$ cat src/rtl/mem_arb_pkg.sv
// Shared encodings for the instruction/data memory port arbiter.
package mem_arb_pkg;

  typedef enum logic [1:0] {
    ST_IDLE  = 2'd0,
    ST_ISSUE = 2'd1,
    ST_RESP  = 2'd2
  } arb_state_e;

  localparam logic PORT_INST = 1'b0;
  localparam logic PORT_DATA = 1'b1;

  localparam int PRIO_RR    = 0;
  localparam int PRIO_FIXED = 1;

endpackage

$ cat src/rtl/rr_arbiter2.sv
// Two-input grant selector: round-robin or fixed (port 1 wins) on a tie.
module rr_arbiter2
  import mem_arb_pkg::*;
#(
  parameter int PRIO_MODE = PRIO_RR
) (
  input  logic       clk_i,
  input  logic       rst_i,
  input  logic [1:0] req_i,
  input  logic       en_i,
  output logic [1:0] gnt_o
);

  logic last_q, last_d;

  always_comb begin
    gnt_o = 2'b00;
    if (en_i) begin
      if (req_i == 2'b11) begin
        if (PRIO_MODE == PRIO_FIXED) gnt_o = 2'b10;
        else                         gnt_o = (last_q == PORT_DATA) ? 2'b01 : 2'b10;
      end else begin
        gnt_o = req_i;
      end
    end
  end

  // Every grant is an accepted handshake, so last_grant follows the grant.
  always_comb begin
    last_d = last_q;
    if (gnt_o[1])      last_d = PORT_DATA;
    else if (gnt_o[0]) last_d = PORT_INST;
  end

  always_ff @(posedge clk_i) begin
    if (rst_i) last_q <= PORT_DATA;
    else       last_q <= last_d;
  end

endmodule

$ cat src/rtl/mem_port_arbiter.sv
// Shares one single-port synchronous memory between instruction fetch (port 0)
// and load/store (port 1); one access in flight, response two cycles after accept.
module mem_port_arbiter
  import mem_arb_pkg::*;
#(
  parameter int DATA_WIDTH = 32,
  parameter int ADDR_WIDTH = 7,
  parameter int PRIO_MODE  = PRIO_RR
) (
  input  logic                  clk,
  input  logic                  rst,
  input  logic                  req0_valid,
  output logic                  req0_ready,
  input  logic [ADDR_WIDTH-1:0] req0_addr,
  output logic                  rsp0_valid,
  output logic [DATA_WIDTH-1:0] rsp0_rdata,
  input  logic                  req1_valid,
  output logic                  req1_ready,
  input  logic                  req1_we,
  input  logic [ADDR_WIDTH-1:0] req1_addr,
  input  logic [DATA_WIDTH-1:0] req1_wdata,
  output logic                  rsp1_valid,
  output logic [DATA_WIDTH-1:0] rsp1_rdata,
  output logic                  mem_request,
  output logic                  mem_we,
  output logic [ADDR_WIDTH-1:0] mem_addr,
  output logic [DATA_WIDTH-1:0] mem_wdata,
  input  logic [DATA_WIDTH-1:0] mem_rdata,
  output logic                  grant_id
);

  arb_state_e            state_q, state_d;
  logic                  mem_request_q, mem_request_d;
  logic                  mem_we_q, mem_we_d;
  logic [ADDR_WIDTH-1:0] mem_addr_q, mem_addr_d;
  logic [DATA_WIDTH-1:0] mem_wdata_q, mem_wdata_d;
  logic                  grant_id_q, grant_id_d;
  logic                  store_q, store_d;
  logic                  accept_en, accept;
  logic [1:0]            gnt;

  assign accept_en = (state_q == ST_IDLE) || (state_q == ST_RESP);

  rr_arbiter2 #(.PRIO_MODE(PRIO_MODE)) u_arb (
    .clk_i (clk),
    .rst_i (rst),
    .req_i ({req1_valid, req0_valid}),
    .en_i  (accept_en),
    .gnt_o (gnt)
  );

  assign req0_ready  = gnt[0];
  assign req1_ready  = gnt[1];
  assign accept      = |gnt;
  assign mem_request = mem_request_q;
  assign mem_we      = mem_we_q;
  assign mem_addr    = mem_addr_q;
  assign mem_wdata   = mem_wdata_q;
  assign grant_id    = grant_id_q;

  always_comb begin
    state_d       = state_q;
    mem_request_d = mem_request_q;
    mem_we_d      = mem_we_q;
    mem_addr_d    = mem_addr_q;
    mem_wdata_d   = mem_wdata_q;
    grant_id_d    = grant_id_q;
    store_d       = store_q;
    rsp0_valid    = 1'b0;
    rsp1_valid    = 1'b0;
    rsp0_rdata    = '0;
    rsp1_rdata    = '0;

    case (state_q)
      ST_ISSUE: begin
        state_d       = ST_RESP;
        mem_request_d = 1'b0;
        mem_we_d      = 1'b0;
      end
      ST_RESP: begin
        state_d = ST_IDLE;
        if (grant_id_q == PORT_INST) begin
          rsp0_valid = 1'b1;
          rsp0_rdata = mem_rdata;
        end else begin
          rsp1_valid = 1'b1;
          rsp1_rdata = store_q ? '0 : mem_rdata;
        end
      end
      default: ;
    endcase

    // Acceptance in RESP overrides the return to IDLE for back-to-back issue.
    if (accept) begin
      state_d       = ST_ISSUE;
      mem_request_d = 1'b1;
      if (gnt[1]) begin
        grant_id_d  = PORT_DATA;
        mem_addr_d  = req1_addr;
        mem_we_d    = req1_we;
        mem_wdata_d = req1_wdata;
        store_d     = req1_we;
      end else begin
        grant_id_d  = PORT_INST;
        mem_addr_d  = req0_addr;
        mem_we_d    = 1'b0;
        mem_wdata_d = '0;
        store_d     = 1'b0;
      end
    end
  end

  always_ff @(posedge clk) begin
    if (rst) begin
      state_q       <= ST_IDLE;
      mem_request_q <= 1'b0;
      mem_we_q      <= 1'b0;
      mem_addr_q    <= '0;
      mem_wdata_q   <= '0;
      grant_id_q    <= PORT_INST;
      store_q       <= 1'b0;
    end else begin
      state_q       <= state_d;
      mem_request_q <= mem_request_d;
      mem_we_q      <= mem_we_d;
      mem_addr_q    <= mem_addr_d;
      mem_wdata_q   <= mem_wdata_d;
      grant_id_q    <= grant_id_d;
      store_q       <= store_d;
    end
  end

endmodule
$ cat config.mk
export PLATFORM = sky130hd
export DESIGN_NAME = mem_port_arbiter
export DESIGN_NICKNAME = d
export VERILOG_FILES = /design/src/rtl/mem_arb_pkg.sv /design/src/rtl/rr_arbiter2.sv /design/src/rtl/mem_port_arbiter.sv
export SDC_FILE = /design/constraint.sdc
export NUM_CORES = 1
export LEC_CHECK = 0
export BUFFER_PORTS_ARGS = -buffer_cell sky130_fd_sc_hd__buf_2
export CORE_MARGIN = 8
export CORE_UTILIZATION = 38
export CTS_CLUSTER_SIZE = 12
export DETAILED_ROUTE_END_ITERATION = 8
export PLACE_DENSITY = 0.82
export SLEW_MARGIN = 20
export SYNTH_ARGS = -nofsm -noshare
export SYNTH_HDL_FRONTEND = slang
export SYNTH_SLANG_ARGS = --single-unit
export TNS_END_PERCENT = 10
$ cat constraint.sdc
create_clock -name clk -period 2.4 [get_ports clk]
set_input_delay 0.6 -clock clk [delete_from_list [all_inputs] [get_ports clk]]
set_output_delay 0.6 -clock clk [all_outputs]
set_load 0.03 [all_outputs]
# [After elaboration in Yosys (flattened, before gate mapping)]
# Cells that the tools add are included.
[word_totals] regBits=46 latch_bits=0 ram_bits=0 mem_bits_ro=0 input_bits=83 out_inout_bits=110 elab_cells=41 mem_count=0
[op_classes] addsub=0 n_mul=0 n_div=0 magnitude_cmp=0 n_eq_ne=3 shift=0 mux=21 bitwise_logic=0 reduce_logical=8
[op_table] op="$mux 32" count=6
[op_table] op="$mux 1" count=10
[op_table] op="$mux 7" count=1
[op_table] op="$mux 2" count=3
[op_table] op="$eq 2x2->1 const B" count=2
[op_table] op="$pmux 2 s2" count=1
[op_table] op="$reduce_bool 2->1" count=2
[op_table] op="$reduce_or 2->1" count=2
[op_table] op="$reduce_bool 3->1" count=1
[op_table] op="$reduce_or 3->1" count=1
[op_table] op="$eq 2x1->1 const B" count=1
[op_table] op="$logic_not 2->1" count=1
[op_table] op="$logic_or 1x1->1" count=1

# [Longest topological paths before layout]
[logic_depth] word_depth=5 depth_mapped=7 ltp_nobuf=6

# [By module]
# Synthesis repeated with hierarchy kept, for this count alone.
[unflattened] hier_cells=284 hier_area_um2=2378.5
[by_module_without_submodules] module="mem_port_arbiter" instances=1 cells_per_inst=276 area_each_um2=2319.7 seq_area_each_um2=900.9
[by_module_without_submodules] module="rr_arbiter2" instances=1 cells_per_inst=8 area_each_um2=58.8 seq_area_each_um2=20.0

# [Worst setup path before layout]
# Ideal clock, no wire load.
[synth_timing] path_type="register -> output" start="reg state_q[0]" end="out rsp0_rdata[22]" arrival_ns=1.695 required_ns=1.800 path_slack_ns=0.105 path_stages_with_launch=6 path_buffers=1 cell_sequence="dfxtp_1 inv_1 ha_1 nor2b_1 clkbuf_1 and2_1"
[synth_via] elab_chain_cells=2
[synth_rtl] item="start: declaration" line="mem_port_arbiter.sv:32" rtl="arb_state_e state_q, state_d;"
[synth_rtl] item="start signal: assignment" line="mem_port_arbiter.sv:123" rtl="state_q <= state_d;"
[synth_rtl] item="$eq 2x2->1" line="mem_port_arbiter.sv:74" rtl="case (state_q)"
[synth_rtl] item="$mux 32" line="mem_port_arbiter.sv:74"
[synth_rtl] item="end: declaration" line="mem_port_arbiter.sv:16" rtl="output logic [DATA_WIDTH-1:0] rsp0_rdata,"
# No other way between the ends.

# [Final worst setup path]
[layout_timing] start="reg state_q[0]" end="out req1_ready"
[layout_via] elab_chain_cells=3 elab_cells_between_ends=4 cone_classes="eq/ne (1); mux (1); reduce/logical (2)"
[layout_rtl] item="$eq 2x2->1 / $logic_not 2->1 (equally long branches)" line="mem_port_arbiter.sv:42" rtl="assign accept_en = (state_q == ST_IDLE) || (state_q == ST_RESP);"
[layout_rtl] item="$logic_or 1x1->1 (*)" line="mem_port_arbiter.sv:42"
[layout_rtl] item="$mux 2 (*)" line="rr_arbiter2.sv:18" rtl="if (en_i) begin"
[layout_rtl] item="end: declaration" line="mem_port_arbiter.sv:18" rtl="output logic req1_ready,"
# Mark *: on every way between the ends. The rest lies on a longest branch, timed or not.

==> results.toml <==
[clock_network]
cts_buffers = 5
cts_max_level = 2
clk_pin_slew_ns = 0.08
clock_path_buffers = 2
cts_root_buf = "clkbuf_8"
cts_hold_buffers = 0
cts_setup_buffers = 0
cts_tree = "done"
clock_latency_ns = 0.29
cts_sinks = 46

[logic_synthesis]
syn_inst = 230
synth_flop_cell = "dfxtp_1"
yosysMostFrequentCell = "and2_1"
syn_area_per_cell_sq_um = 9.63
ys_seq_area_share_pct = 41.6
yosys-top-cells-area = "dfxtp_1 (42%), and2_1 (18%), a22o_2 (13%)"
netlist_area_sq_um = 2210
synth-seq-cells = 46
synth_top_cell_by_area = "dfxtp_1"
synth_cell_type_count = 31
syn-num-nets = 316
synth_warnings = 0
yosys.area.top_type_share_pct = 41.6
synth-edff-count = 0
synth_common_cells = "and2_1 (65), dfxtp_1 (46), a22o_2 (28)"
synthArstFlopShare_pct = 0

[finish]
fillerInstances = 542
drive_gt1_share_pct = 58.5
seq_area_sq_um = 922
multiInputGateArea_sq_um = 1170
nets = 505
areaGrowthSynthToFinish_pct = 53.3
insertedDiodeCount = 0
final_util_pct = 58.7

[place]
hpwlAfterDp_mm = 6.54
place_congestion = 0.974
port_buffers = 192
dpl_worst_slack_ns = -0.0252

[worst_setup_path]
critPathMostFrequentCell = "buf_4"
cp.arrival_ns = 1.72
startpoint_type = "flop"
crit_slowest_cell = "dfxtp_2"
slowest_delay_ns = 0.35
critPathKind = "flop to output port"
cp-end-kind = "output port"
crit_chain = "inv_1, ha_1, buf_4, or2_4, nand3_2, inv_2, buf_4"
crit_required_ns = 1.80
path_max_fanout = 9

[sta]
setup_viol = 0
slew_viol_final = 0
hold_violations = 0
setup_slack_ns = 0.0825
max_freq_ghz = 0.432
worst_pin_slew_ns = 0.392
final.min_clock_period_ns = 2.32
maxSlewHeadroom_pct = 73.9
post-route-period-util_pct = 96.6
skew_ns = 0.00769

[route]
viasPerCell = 4.91
met1_length_mm = 3.03
dr.pass1.iters = 4
dr_wl_met3_um = 757
routed_wl_mm = 8.28
drc = 0
routedWlPerCell_um = 16.8
via_count = 2426
drtAntennaViolNets = 0
drt_iter0_drc = 115
met2_length_mm = 4.29
top_layer_used = "met4"

[floorplan]
dieArea_sq_um = 8530
rows = 28
io_pins = 193
core_sq_um = 5780
initial_core_util_pct = 38.3
die_h_um = 92.3
die_x_um = 92.3

[power]
ir_drop_mv = 0.447
power.leakage_nw = 1.88
pwr_density_cell_nw_per_um2 = 973

[outcome]
status = "completed"

[grt]
grt_pass1_wl_mm = 12.4
antenna_found_initial = 0
grt_max_degree = 34
grt_pass1_vias = 2515
grt_overflow = 0
track_usage_pct = 17.6

[job]
maxCapViolCount = 0

[hold_path]
holdCritPathClass = "flop to flop"
-- kinds of logic (layout without fill, tap and decap cells) --
group,Yosys count,in the layout,synth area share [%]
compound gates,51,51,20.7
simple gates,102,103,29.3
buf+inv,28,216,6.78
fa+ha+maj,3,3,1.70
flops,46,46,41.6
-- metrics by stage --
step                total power, mW  std cells  hold WS (ns)  setup TNS, ns  instance area [sq um]
detailed placement             2.68        485         0.452        -0.0252                   3200
global route                   3.50        494         0.490        -0.0877                   3390
CTS                            3.26        492         0.470              0                   3320
finish                         3.30        494         0.462              0                   3390
global placement               2.64        485         0.438              0                   3200
floorplan                      2.22        230         0.447              0                   2210
-- placed cells by master (no fill, tap or decap), types with 3 or more instances in the layout --
cell	Yosys	routed
a22o_1	5	5
a22o_2	28	28
and2_1	65	64
buf_2	3	180
buf_4	1	10
clkbuf_4	0	7
clkbuf_8	0	6
dfxtp_1	46	45
ha_1	3	3
inv_1	9	9
nand3b_1	8	8
nand4_1	7	7
nor2_1	4	4
nor2b_1	9	8
o21ai_0	5	5
o221ai_1	7	7
-- sequential cells by signal, indices dropped and copies added (netlist names) --
signal / flops
grant_id: 1
mem_addr: 7
mem_request: 1
mem_wdata: 32
mem_we: 1
state_q: 2
store_q: 1
u_arb.last_q: 1
-- critical path, delay by kind of cell, from the launching register on --
| family | cells | cell delay (ns) |
|---|---|---|
| simple gates | 2 | 0.38 |
| flops | 1 | 0.35 |
| fa+ha+maj | 1 | 0.20 |
| buf+inv | 4 | 0.49 |
-- final timing paths --
check / startpoint / endpoint / slack [ns] / depth (start not counted)
max reg2reg: state_q[0] / mem_addr[6] / 0.61 / 6
min reg2reg: mem_request / mem_request / 0.46 / 2
max: state_q[0] / req1_ready / 0.08 / 7
min: mem_request / mem_request / 0.46 / 2
-- report_power, final --
group | internal (mW) | total, mW | leakage [nW] | switching [mW]
clock network | 0.333 | 0.574 | 0.0573 | 0.241
logic | 0.575 | 1.69 | 1.44 | 1.12
registers | 0.937 | 1.04 | 0.376 | 0.0993
-- cell type report --
class	count	share of cell area, %
clock inverters	1	0.885
repair buffers	199	31.1
clock buffers	6	2.43
flip-flops and latches	46	27.2
inverters	10	1.11
multi-input cells	157	34.6
well taps	75	2.76
-- timing repair --
action                                  in CTS  in global routing
gates resized for setup                      5                 26
pin swaps                                    0                  1
gates cloned                                 0                  2
endpoints found under the setup margin      33                 65
-- layer usage --
| layer | global-route usage (%) | vias to the layer above |
|---|---|---|
| met2 | 32.2 | 142 |
| li1 | - | 1169 |
| met3 | 6.31 | 13 |
| met5 | 0 | - |
| met1 | 18.0 | 1102 |
| met4 | 6.58 | 0 |
Note: power is estimated with default switching activity, not from simulation.
